<file path="src/rtl/lsu_ctrl.sv">
// Load/store unit sequencer: one req/gnt/rvalid bus transaction per memory op, lane steering and load extension.
// Optional build macro LSU_MISALIGN_TRAP_EN turns misaligned half/word accesses into address/size faults.
module lsu_ctrl #(
  parameter int TIMEOUT_CYC = 1023
) (
  input  logic        clk,
  input  logic        rst_n,
  input  logic        ex_valid,
  input  logic        ex_mem_read,
  input  logic        ex_mem_write,
  input  logic [1:0]  ex_nbyte,
  input  logic        ex_unsigned,
  input  logic [31:0] ex_addr,
  input  logic [31:0] ex_wdata,
  output logic        lsu_stall,
  output logic        lsu_done,
  output logic [31:0] lsu_rdata,
  output logic        lsu_err,
  output logic [1:0]  lsu_err_cause,
  output logic        dmem_req,
  output logic        dmem_we,
  output logic [31:0] dmem_addr,
  output logic [3:0]  dmem_be,
  output logic [31:0] dmem_wdata,
  input  logic        dmem_gnt,
  input  logic        dmem_rvalid,
  input  logic [31:0] dmem_rdata,
  input  logic        dmem_err
);

  localparam int DATA_W = 32;
  localparam int CNT_W  = (TIMEOUT_CYC > 1) ? $clog2(TIMEOUT_CYC + 1) : 1;
  localparam logic [CNT_W-1:0] TMO_LAST = CNT_W'((TIMEOUT_CYC > 0) ? TIMEOUT_CYC - 1 : 0);

  localparam logic [1:0] NB_WORD = 2'b00;
  localparam logic [1:0] NB_BYTE = 2'b01;
  localparam logic [1:0] NB_HALF = 2'b10;
  localparam logic [1:0] NB_ILL  = 2'b11;

  typedef enum logic [1:0] {S_IDLE, S_REQ, S_WAIT, S_RESP} state_t;

  state_t            state, state_nxt;
  logic [1:0]        cause_nxt;
  logic [CNT_W-1:0]  tmo_cnt;
  logic              tmo_hit;
  logic              op_accept;
  logic              op_fault;

  logic              load_p1;
  logic              unsigned_p1;
  logic [1:0]        nbyte_p1;
  logic [1:0]        lo_p1;

  function automatic logic [3:0] byte_en(input logic [1:0] nb, input logic [1:0] lo);
    case (nb)
      NB_BYTE: byte_en = 4'b0001 << lo;
      NB_HALF: byte_en = 4'b0011 << {lo[1], 1'b0};
      default: byte_en = 4'b1111;
    endcase
  endfunction

  function automatic logic [DATA_W-1:0] lane_wdata(input logic [1:0] nb, input logic [DATA_W-1:0] wd);
    case (nb)
      NB_BYTE: lane_wdata = {4{wd[7:0]}};
      NB_HALF: lane_wdata = {2{wd[15:0]}};
      default: lane_wdata = wd;
    endcase
  endfunction

  // Signed lane temporaries give sign extension on assignment; unsigned loads pad with zeros.
  function automatic logic [DATA_W-1:0] load_extend(input logic [1:0] nb, input logic [1:0] lo,
                                                    input logic uns, input logic [DATA_W-1:0] rd);
    logic signed [7:0]        b;
    logic signed [15:0]       h;
    logic signed [DATA_W-1:0] r;
    b = 8'(rd >> {lo, 3'b000});
    h = 16'(rd >> {lo[1], 4'b0000});
    case (nb)
      NB_BYTE: if (uns) r = {24'd0, b}; else r = b;
      NB_HALF: if (uns) r = {16'd0, h}; else r = h;
      default: r = rd;
    endcase
    load_extend = r;
  endfunction

  always_comb begin
    op_accept = ex_valid & (ex_mem_read | ex_mem_write);
    op_fault  = (ex_mem_read & ex_mem_write) | (ex_nbyte == NB_ILL);
`ifdef LSU_MISALIGN_TRAP_EN
    op_fault  = op_fault | ((ex_nbyte == NB_HALF) & ex_addr[0])
                         | ((ex_nbyte == NB_WORD) & (|ex_addr[1:0]));
`endif
    tmo_hit   = (TIMEOUT_CYC != 0) && (tmo_cnt == TMO_LAST);
  end

  // FSM: state register
  always_ff @(posedge clk or negedge rst_n) begin
    if (!rst_n) state <= S_IDLE;
    else        state <= state_nxt;
  end

  // FSM: next state and completion cause; a response wins over a same-cycle timeout
  always_comb begin
    state_nxt = state;
    cause_nxt = 2'b00;
    case (state)
      S_IDLE: if (op_accept) begin
        if (op_fault) begin
          state_nxt = S_RESP;
          cause_nxt = 2'b01;
        end else begin
          state_nxt = S_REQ;
        end
      end
      S_REQ: if (tmo_hit) begin
        state_nxt = S_RESP;
        cause_nxt = 2'b11;
      end else if (dmem_gnt) begin
        state_nxt = S_WAIT;
      end
      S_WAIT: if (dmem_rvalid) begin
        state_nxt = S_RESP;
        cause_nxt = dmem_err ? 2'b10 : 2'b00;
      end else if (tmo_hit) begin
        state_nxt = S_RESP;
        cause_nxt = 2'b11;
      end
      S_RESP:  state_nxt = S_IDLE;
      default: state_nxt = S_IDLE;
    endcase
  end

  // FSM: combinational outputs; reset forces the stall low even with an op pending
  always_comb begin
    lsu_stall = rst_n & (((state == S_IDLE) & op_accept) | (state == S_REQ) | (state == S_WAIT));
  end

  always_ff @(posedge clk or negedge rst_n) begin
    if (!rst_n) begin
      tmo_cnt <= '0;
    end else if ((state == S_IDLE) && (state_nxt == S_REQ)) begin
      tmo_cnt <= '0;
    end else if ((state == S_REQ) || (state == S_WAIT)) begin
      tmo_cnt <= tmo_cnt + CNT_W'(1);
    end
  end

  // Stage p1: op attributes latched at acceptance, used when the response returns
  always_ff @(posedge clk) begin
    if ((state == S_IDLE) && op_accept) begin
      load_p1     <= ex_mem_read;
      unsigned_p1 <= ex_unsigned;
      nbyte_p1    <= ex_nbyte;
      lo_p1       <= ex_addr[1:0];
    end
  end

  always_ff @(posedge clk or negedge rst_n) begin
    if (!rst_n) begin
      dmem_req      <= 1'b0;
      dmem_we       <= 1'b0;
      dmem_addr     <= '0;
      dmem_be       <= '0;
      dmem_wdata    <= '0;
      lsu_done      <= 1'b0;
      lsu_err       <= 1'b0;
      lsu_err_cause <= 2'b00;
      lsu_rdata     <= '0;
    end else begin
      dmem_req <= (state_nxt == S_REQ);
      lsu_done <= (state_nxt == S_RESP);
      if ((state == S_IDLE) && op_accept) begin
        dmem_we    <= ex_mem_write;
        dmem_addr  <= {ex_addr[31:2], 2'b00};
        dmem_be    <= byte_en(ex_nbyte, ex_addr[1:0]);
        dmem_wdata <= lane_wdata(ex_nbyte, ex_wdata);
      end
      if (state_nxt == S_RESP) begin
        lsu_err       <= (cause_nxt != 2'b00);
        lsu_err_cause <= cause_nxt;
        lsu_rdata     <= ((state == S_WAIT) && dmem_rvalid && load_p1 && !dmem_err)
                         ? load_extend(nbyte_p1, lo_p1, unsigned_p1, dmem_rdata) : '0;
      end
    end
  end

endmodule

</file>
<file path="config.mk">
export PLATFORM = sky130hd
export DESIGN_NAME = lsu_ctrl
export DESIGN_NICKNAME = d
export VERILOG_FILES = /design/src/rtl/lsu_ctrl.sv
export SDC_FILE = /design/constraint.sdc
export NUM_CORES = 1
export LEC_CHECK = 0
export CAP_MARGIN = 20
export CORE_ASPECT_RATIO = 0.75
export CORE_MARGIN = 5
export CORE_UTILIZATION = 40
export DETAILED_ROUTE_END_ITERATION = 7
export DONT_BUFFER_PORTS = 1
export HOLD_SLACK_MARGIN = 0.02
export SLEW_MARGIN = 20
export SYNTH_ARGS = -nofsm -noshare
export SYNTH_HDL_FRONTEND = slang
export SYNTH_SLANG_ARGS = --single-unit
</file>
<file path="constraint.sdc">
create_clock -name clk -period 2.68 [get_ports clk]
set_input_delay 0.402 -clock clk [delete_from_list [all_inputs] [get_ports clk]]
set_output_delay 0.402 -clock clk [all_outputs]
set_load 0.1 [all_outputs]
</file>
# == Yosys cells after proc, flatten, opt, wreduce, memory -nomap -nowiden ==
# Cells that the tools add are included.
# classes
addsub,1
n_eq_ne,11
n_shift,4
n_mux,21
bitwise,8
n_reduce_logical,10
# op_table
operator,n
$pmux 32 s2,2
$mux 32,3
$shr 32x5->16,1
$shr 32x5->8,1
$mux 10,2
$mux 2,9
$eq 2x2->1 const B,6
$add 10x1->10 const B,1
$eq 10x10->1 const B,1
$eq 2x1->1 const B,4
$pmux 2 s4,1
$pmux 4 s2,1
$pmux 2 s3,1
$logic_and 1x1->1,5
$and 1x1->1,4
$or 1x1->1,4
$reduce_bool 2->1,2
$shl 1x2->4 const A,1
$shl 2x2->4 const A,1
$logic_not 2->1,1
$mux 1,2
$logic_not 1->1,1
$logic_or 1x1->1,1
# totals
reg_bits,122
in_bits,107
word_cells,70

# == Depth between registers and ports, before layout ==
# Gate-level depths: netlist of run 1.
# logic_depth
word_depth,8
depth_mapped,9
depth_no_buf,7

# == Least setup slack after synthesis of run 1 ==
# Ideal clock, no wire load.
# synth_timing
path_kind,register -> output
startpoint,register state[0]
endpoint,output lsu_stall
arrival_ns,3.379
required_ns,2.278
slack_ns,-1.101
stages_incl_launch_ff,7
n_path_buf,2
cell_sequence,dfrtp_1 > inv_1 > ha_1 > nand3_1 > clkbuf_1 > clkbuf_1 > a21boi_0
# synth_between
elab_chain_len,5
# synth_rtl
element,line,rtl
"start, declared",42,"state_t state, state_nxt;"
"start signal, assigned",99,else state <= state_nxt;
$logic_not 2->1,135,lsu_stall = rst_n & (((state == S_IDLE) & op_accept) | (state == S_REQ) | (state == S_WAIT));
$and 1x1->1,135,
$or 1x1->1,135,
$or 1x1->1 (*),135,
$and 1x1->1 (*),135,
"end, declared",15,"output logic lsu_stall,"
# Mark *: on every way between the ends. The rest lies on a longest branch, timed or not.

# == Worst setup path after layout of run 1 ==
# layout_timing
startpoint,register state[0]
endpoint,register lsu_rdata[31]
# layout_between
elab_chain_len,5
# layout_rtl
element,line,rtl
branches (longest 5 deep; another with $pmux 2 s4),n/a,
"end signal, assigned",181,lsu_rdata <= ((state == S_WAIT) && dmem_rvalid && load_p1 && !dmem_err)
"end, declared",17,"output logic [31:0] lsu_rdata,"
# Parallel ways; which one is timed is not known.
# A chain may end at the register's enable or synchronous reset.

==> results.md, run 1 <==
* Placed Cells at 813
* Number of buffers created by CTS at 17
* Diodes inserted at 0
* Fmax at 0.3956 GHz
* Yosys warning count at 0
* Post-synthesis register bit count at 122
* ANT nets after route at 0
* Worst r2r path cells at 8
* Starting Density at 0.4056
* Maximum clock path buffer count at 2
* WS Path Type: reg2reg
* Detailed placement HPWL at 12.00 mm
* Gr usage total at 0.1832
* Crit path launch type: register
* RSZ-0062 raised after global routing: no
* Seq/Total Area, Yosys at 0.5008
* Slew HR at 0.3477
* Result of the run: complete, but fails checks
* Flop2flop setup slack at 0.15 ns
* Syn avg cell area at 9.710 sq um
* Setup TNS at 0 ns
* Clock-pin slew on the worst setup and hold paths at 0.05 ns
* Maximum fanout along the worst path at 16
* Cell area after layout at 6934 sq um
* Min-Delay Path Class: in2async
* CTS Sinks at 122
* Grt total ovfl at 0
* Failing checks: negative hold slack
* Vias in the first global route at 4,727
* WP data required at 2.97 ns
* Via count at 4,546
* Worst-Skew Late Latency at 0.41 ns
* First-pass GRT wire length at 26.25 mm
* TritonCTS clock tree: built
* Distinct cells, synth at 55
* Number of remaining DRC errors at 0
* Hold Vio Cnt, Final at 116
* Share of cells above drive strength 1 at 0.1411
* Port Buf Inserts at 0
* Initial antenna violation count at 0
* Final Net Count at 746
* Slew Limit Fails at 0
* Final period util at 0.9432
* Die Height at 117.4 um
* Detailed-route wire length at 16.48 mm
* Die Wd at 153.2 um
* IO Count at 214
* Cells after Synth at 634
* Final min period at 2.528 ns
* H-tree depth reported by CTS at 4
* Post-route setup slack at 0.1522 ns
* Die ar. at 18,000 sq um
* Post-synth EDFFs at 6
* Initial DRC Count at 301
* Worst hold slack at -0.3060 ns
* Transition time of the tightest slew-check pin at 0.9784 ns
* Asr flop ratio synth at 0.9508
* Most common cell after layout, fill and taps aside: nand2_1
* Via density at 5.393
* Root Buffer Master: clkbuf_16
* Area Overhead vs Synth at 12.64%
* Core Rows at 39
* CTS-repair resized insts at 0
* Core region area at 15,180 sq um
* Fin cells at 843
* Setup slack at placement at 0.1889 ns
* RD Place Congestion at 0.8149
* # setup viols final at 0
* Wire per inst at 19.55 um
* Crit end category: register
* First-pass DRT Iterations at 4
* Placed cell areas at 6299 sq um
* Max_cap viols at 0
* Clock Skew at 0.01336 ns
* Largest net degree at the start of global routing at 118
* Synth Flop Type: dfrtp_1
* Setup bufs post-CTS at 0
* Mapped Area at 6156 sq um
* Crit path DAT at 2.82 ns
* Most frequent cells in the layout: nand2_1 (161), dfrtp_1 (116), nor2_1 (45)
stage by stage:
stage	hold WS [ns]	util
2_1_floorplan	0.1064	-
3_3_place_gp	0.1114	0.4150
3_5_place_dp	0.1123	0.4150
4_1_cts	-0.3340	0.4569
5_1_grt	-0.3318	0.4569
6_report	-0.3060	0.4569
routing by layer:
metal,share of wire,global-route usage
met1,0.40,0.2230
met2,0.47,0.2830
met3,0.12,0.09426
met4,0.012,0.05843
met5,0,0
layout make-up:
| class | instances | area (sq um) |
|---|---|---|
| Inverter | 43 | 161.4 |
| Fill cell | 1422 | 8242 |
| Clock inverter | 7 | 137.6 |
| Clock buffer | 23 | 498.0 |
| Tap cell | 205 | 256.5 |
| Multi-Input combinational cell | 431 | 2670 |
| Timing Repair Buffer | 12 | 127.6 |
| Sequential cell | 122 | 3083 |
path summary, 6_finish.rpt:
path	from	to
max in group asynchronous	rst_n	tmo_cnt[7]
worst min register to register	tmo_cnt[8]	tmo_cnt[8]
worst max-delay path	state[0]	lsu_rdata[31]
worst max register to register	state[0]	lsu_rdata[31]
min in group clk	ex_nbyte[0]	nbyte_p1[0]
worst min-delay path	rst_n	dmem_req
cell families (layout without fill, tap and decap cells):
group	count (synthesis)	in the layout	synth area share
AO/OA/AOI/OAI	126	126	0.1394
adder cells (fa/ha/maj)	13	13	0.02602
buffers and inverters	82	85	0.06768
other	1	2	0.0006092
AND/OR/NAND/NOR	242	242	0.1654
XOR/XNOR	9	9	0.01280
multiplexers	39	39	0.08720
flip-flops	122	122	0.5008
cells in the mapped netlist, drive strengths merged (4+ instances only):
master	instances	area, sq um
nand4	5	37.53
inv	42	157.7
ha	12	150.1
dfrtp	116	2903
o21ai	17	88.84
o31ai	13	102.6
xor2	5	43.79
a21o	16	122.6
xnor2	4	35.03
buf	7	91.33
a221oi	21	183.9
nand2	161	604.3
edfxtp	6	180.2
nand3	4	20.02
a311oi	6	52.55
nor2b	13	81.33
nor2	45	168.9
clkbuf	32	163.9
mux2	36	506.7
a21oi	40	200.2
registers in the layout (all words and copies together) (netlist names), 2 cells and up:
name / cells
dmem_addr: 30
dmem_be: 4
dmem_wdata: 32
lo_p1: 2
lsu_err_cause: 2
lsu_rdata: 32
nbyte_p1: 2
state: 2
tmo_cnt: 10
worst max-delay path: stages (launching register included):
cell	delay [ns]
dfrtp_1	0.41
inv_1	0.11
ha_1	0.28
nor2_1	0.31
nor4_2	0.08
o31ai_2	0.36
and3b_2	0.35
buf_12	0.19
mux2_4	0.30
Power of run 1 is not shown: default switching activity piles up to over one toggle a cycle in this logic, so the estimate is an artifact.
==> inputs of run 2 (changes only) <==
- CAP_MARGIN: 20 -> not set
- clock period: 2.68 -> 2.92 ns (I/O delays scaled with it)
==> run 2 against run 1 <==
Net effect: the run still ends with negative hold slack left; clock-buffer cell count fell by 3; cell area down 0.83%; final cell count is the same; first-iteration DRC count shrank 9.3%; flip-flop and latch count is the same; largest cell class unchanged.
==> results.md, run 2 (same netlist as run 1, synthesis figures left out) <==
* First-pass GRT wire length at 25.72 mm (-2.0%)
* Result of the run: complete, but fails checks
* WP data required at 3.21 ns (+0.24 ns)
* Crit path DAT at 2.83 ns (about the same)
* Min-Delay Path Class: in2async
* Die Wd at 153.2 um (unchanged)
* Maximum fanout along the worst path at 32 (+16)
* Port Buf Inserts at 0 (unchanged)
* Failing checks: negative hold slack
* Worst r2r path cells at 8 (unchanged)
* ANT nets after route at 0 (unchanged)
* Most common cell after layout, fill and taps aside: nand2_1
* CTS-repair resized insts at 0 (unchanged)
* Setup bufs post-CTS at 0 (unchanged)
* Number of fill cells at 1,432 (+0.70%)
* IO Count at 214 (unchanged)
* Gr usage total at 0.1788 (-0.004437)
* Wire per inst at 19.17 um (-2.0%)
* Worst hold slack at -0.2781 ns (+0.02789 ns)
* H-tree depth reported by CTS at 4 (unchanged)
* Transition time of the tightest slew-check pin at 0.9675 ns (-0.01095 ns)
* Setup TNS at 0 ns (unchanged)
* Clock Skew at 0.01034 ns (-0.003022 ns)
* RD Place Congestion at 0.8060 (-1.1%)
* Via density at 5.435 (+0.79%)
* Die Height at 117.4 um (unchanged)
* Crit end category: register
* RSZ-0062 raised after global routing: no
* Area used by multi-input combinational logic at 2670 sq um (unchanged)
* Top Registers: dmem_wdata: 32 flops, lsu_rdata: 32 flops, dmem_addr: 30 flops
* Final Net Count at 744 (-0.27%)
* Vias in the first global route at 4,659 (-1.4%)
* Register Area at 3083 sq um (unchanged)
* Via count at 4,582 (+0.79%)
* Worst-Skew Late Latency at 0.41 ns (about the same)
* Detailed-route wire length at 16.16 mm (-2.0%)
* Diodes inserted at 0 (unchanged)
* Largest net degree at the start of global routing at 118 (unchanged)
* Number of remaining DRC errors at 0 (unchanged)
* Max_cap viols at 0 (unchanged)
* Root Buffer Master: clkbuf_16
* CTS Sinks at 122 (unchanged)
* Detailed placement HPWL at 11.71 mm (-2.4%)
* Slew Limit Fails at 0 (unchanged)
* Maximum clock path buffer count at 2 (unchanged)
* # setup viols final at 0 (unchanged)
* WS Path Type: reg2reg
* Most frequent cells in the layout: nand2_1 (161), dfrtp_1 (116), nor2_1 (45)
* Share of cells above drive strength 1 at 0.1411 (unchanged)
* Final period util at 0.8671 (-0.07616)
* Die ar. at 18,000 sq um (unchanged)
* Slew HR at 0.3550 (+0.007301)
* Crit path launch type: register
* Fmax at 0.3950 GHz (-0.16%)
* Hold Vio Cnt, Final at 116 (unchanged)
* TritonCTS clock tree: built
* Initial DRC Count at 273 (-9.3%)
* Number of buffers created by CTS at 17 (unchanged)
* Core region area at 15,180 sq um (unchanged)
* Core Rows at 39 (unchanged)
* Final min period at 2.532 ns (+0.003975 ns)
* Area Overhead vs Synth at 11.71%
* Clock-pin slew on the worst setup and hold paths at 0.06 ns (about the same)
* Initial antenna violation count at 0 (unchanged)
* Starting Density at 0.4056 (unchanged)
* Grt total ovfl at 0 (unchanged)
* First-pass DRT Iterations at 5 (+1)
[run 2: cell count changes in the layout (fill, tap and decap cells not counted), sizes merged]
cell and delta:
clkinv +3, bufinv -2, clkinvlp +1, clkbuf -3
buf -2, inv +3
[run 2: area by class of cell]
cell class	instances	share of cell area
Multi-Input combinational cell	431	0.3883
Clock buffer	20	0.06805
Tap cell	205	0.03730
Clock inverter	12	0.02001
Sequential cell	122	0.4483
Timing Repair Buffer	10	0.01456
Inverter	43	0.02347
[run 2: per-layer routing]
metal  track usage  up-vias  part of all wire
li1              -     2110                 -
met1        0.2189     2239              0.39
met2        0.2731      214              0.46
met3       0.09426       19              0.13
met4       0.05676        0             0.016
met5             0        -                 0
[run 2: stage by stage]
step	worst slack (ns)	hold WS (ns)	instance area (sq um)	std cells	utilization
2_1_floorplan	0.4324	0.1424	6163	635	-
3_3_place_gp	0.4994	0.1473	6271	811	0.4132
3_5_place_dp	0.4037	0.1498	6271	811	0.4132
4_1_cts	0.3884	-0.2966	6877	843	0.4531
5_1_grt	0.2611	-0.3029	6877	843	0.4531
6_report	0.3882	-0.2781	6877	843	0.4531
[run 2: worst max-delay path, cell delays in order, from the launching register on]
cell,delay (ns)
dfrtp_1,0.43
inv_1,0.13
ha_1,0.23
or2b_2,0.32
a21oi_1,0.19
o31ai_2,0.12
and3b_2,0.36
buf_12,0.26
mux2_2,0.36
[run 2: path summary, 6_finish.rpt]
| kind | from | to | slack [ns] |
|---|---|---|---|
| setup / recovery | state[1] | lsu_rdata[4] | 0.39 |
| hold / removal | rst_n | dmem_req | -0.28 |
| setup reg to reg | state[1] | lsu_rdata[4] | 0.39 |
| hold reg to reg | tmo_cnt[7] | tmo_cnt[7] | 0.56 |
| max in group asynchronous | rst_n | dmem_wdata[24] | 3.00 |
| min in group clk | ex_nbyte[0] | nbyte_p1[0] | 0.12 |
Power of run 2 is left out for the same reason.
==> inputs of run 3 (changes only) <==
- CTS_BUF_LIST: not set -> sky130_fd_sc_hd__clkbuf_2
==> run 3 against run 2 <==
Net effect: the flow now finishes without violations; die area unchanged; register-to-register slack got worse by 0.04 ns; flip-flop and latch count did not move; global-route usage rose by 1.5 points; via count is 9.9% higher; non-clock buffer count rose by 89; worst setup slack worse by 0.069 ns; hold slack better by 0.37 ns; clock-buffer cell count fell by 2; fmax is 2.6% lower; final cell count rose by 11%; critical path type is now reg2out; critical endpoint is now lsu_stall.
==> results.md, run 3 (same netlist as run 1, synthesis figures left out) <==
* Crit. Startpoint: state[0]
* Via density at 5.401 (-0.63%)
* Top Registers: dmem_wdata: 32 flops, lsu_rdata: 32 flops, dmem_addr: 30 flops
* Share of cells above drive strength 1 at 0.1252 (-0.01589)
* Die Wd at 153.2 um (unchanged)
* Root Buffer Master: clkbuf_2
* Number of remaining DRC errors at 0 (unchanged)
* Max_cap viols at 0 (unchanged)
* CTS-repair resized insts at 0 (unchanged)
* First-pass DRT Iterations at 5 (unchanged)
* Detailed placement HPWL at 11.71 mm (unchanged)
* Wire per inst at 18.83 um (-1.8%)
* Largest net degree at the start of global routing at 117 (-0.85%)
* GR peak layer: met2
* Fmax at 0.3846 GHz (-2.6%)
* Flop2flop setup slack at 0.35 ns (-0.04 ns)
* Slew Limit Fails at 0 (unchanged)
* Die ar. at 18,000 sq um (unchanged)
* M3 GR Usage at 0.09021 (-0.004050)
* Crit path launch type: register
* First-pass GRT wire length at 27.90 mm (+8.4%)
* Final min period at 2.600 ns (+0.06852 ns)
* Initial antenna violation count at 0 (unchanged)
* Starting Density at 0.4056 (unchanged)
* CTS Sinks at 122 (unchanged)
* Crit path DAT at 2.16 ns (-0.67 ns)
* Most common cell after layout, fill and taps aside: nand2_1
* ANT nets after route at 0 (unchanged)
* Number of buffers created by CTS at 17 (unchanged)
* Maximum clock path buffer count at 2 (unchanged)
* GR Util met2 at 0.3097 (+0.03658)
* Setup TNS at 0 ns (unchanged)
* Gr usage total at 0.1934 (+0.01458)
* IO Count at 214 (unchanged)
* # setup viols final at 0 (unchanged)
* Setup bufs post-CTS at 0 (unchanged)
* Vias in the first global route at 5,129 (+10%)
* Clock Skew at 0.02847 ns (+0.01814 ns)
* WP data required at 2.48 ns (-0.73 ns)
* Slew HR at 0.3564 (+0.001329)
* Detailed-route wire length at 17.55 mm (+8.6%)
* Final period util at 0.8905 (+0.02346)
* Port Buf Inserts at 0 (unchanged)
* Initial DRC Count at 301 (+10%)
* CP Capture Point: lsu_stall
* RSZ-0062 raised after global routing: no
* H-tree depth reported by CTS at 4 (unchanged)
* Clock-pin slew on the worst setup and hold paths at 0.20 ns (+0.14 ns)
* TritonCTS clock tree: built
* CTS Hold Bufs at 88
* Result of the run: finished, final reports clean
* Worst r2r src: state[1]
* Hold Vio Cnt, Final at 0 (-100%)
* Maximum fanout along the worst path at 6 (-81%)
* Worst r2r path cells at 8 (unchanged)
* WS Path Type: reg2out
* Worst-Skew Late Latency at 0.67 ns (+0.26 ns)
* Diodes inserted at 0 (unchanged)
* Grt total ovfl at 0 (unchanged)
* Crit end category: primary output
* Min-Delay Path Class: in2reg
* Final Net Count at 833 (+12%)
* GR Util met1 at 0.2321 (+0.01319)
* RD Place Congestion at 0.8060 (unchanged)
* Core region area at 15,180 sq um (unchanged)
* Most frequent cells in the layout: nand2_1 (161), dfrtp_1 (116), dlygate4sd3_1 (88)
* Critical R2R Capture: lsu_rdata[4]
* Transition time of the tightest slew-check pin at 0.9655 ns (-0.001993 ns)
* Via count at 5,034 (+9.9%)
* Area Overhead vs Synth at 20.87%
* Core Rows at 39 (unchanged)
* Die Height at 117.4 um (unchanged)
run 3: critical path, stage by stage (launching register included):
cell and delay (ns):
dfrtp_1 0.45, inv_1 0.12, ha_1 0.28, nor2_1 0.31
a21boi_2 0.09, buf_4 0.24
run 3: how the worst min path moves through the flow:
stage / start / to / slack (ns) / cells after the start
after CTS: dmem_rdata[26] / lsu_rdata[26] / 0.02 / 3
after detailed placement: rst_n / dmem_req / 0.15 / 0
final: ex_wdata[6] / dmem_wdata[30] / 0.09 / 4
after global routing: dmem_rdata[17] / lsu_rdata[17] / 0.03 / 3
after floorplan: rst_n / dmem_addr[10] / 0.14 / 0
after global placement: rst_n / dmem_req / 0.15 / 0
run 3: layer usage:
layer	up-vias	share of wire	wire length (um)
li1	2294	-	-
met1	2437	0.39	6854
met2	279	0.47	8268
met3	24	0.12	2087
met4	0	0.019	338
met5	-	0	0
run 3: per-stage QoR:
stage	cell area (sq um)	setup WS [ns]	std cells	hold slack, ns	util
floorplan	6163	0.4324	635	0.1424	-
detailed placement	6271	0.4037	811	0.1498	0.4132
finish	7441	0.3197	932	0.09232	0.4903
CTS	7431	0.2478	931	0.02002	0.4897
global placement	6271	0.4994	811	0.1473	0.4132
global route	7441	0.1378	932	0.02740	0.4903
run 3: final cells by class:
class | count | area, sq um
Timing Repair Buffer | 99 | 1008
Inverter | 43 | 161.4
Multi-Input combinational cell | 431 | 2670
Fill cell | 1366 | 7735
Clock buffer | 18 | 90.09
Clock inverter | 14 | 171.4
Tap cell | 205 | 256.5
Sequential cell | 122 | 3083
Power of run 3 is left out for the same reason.
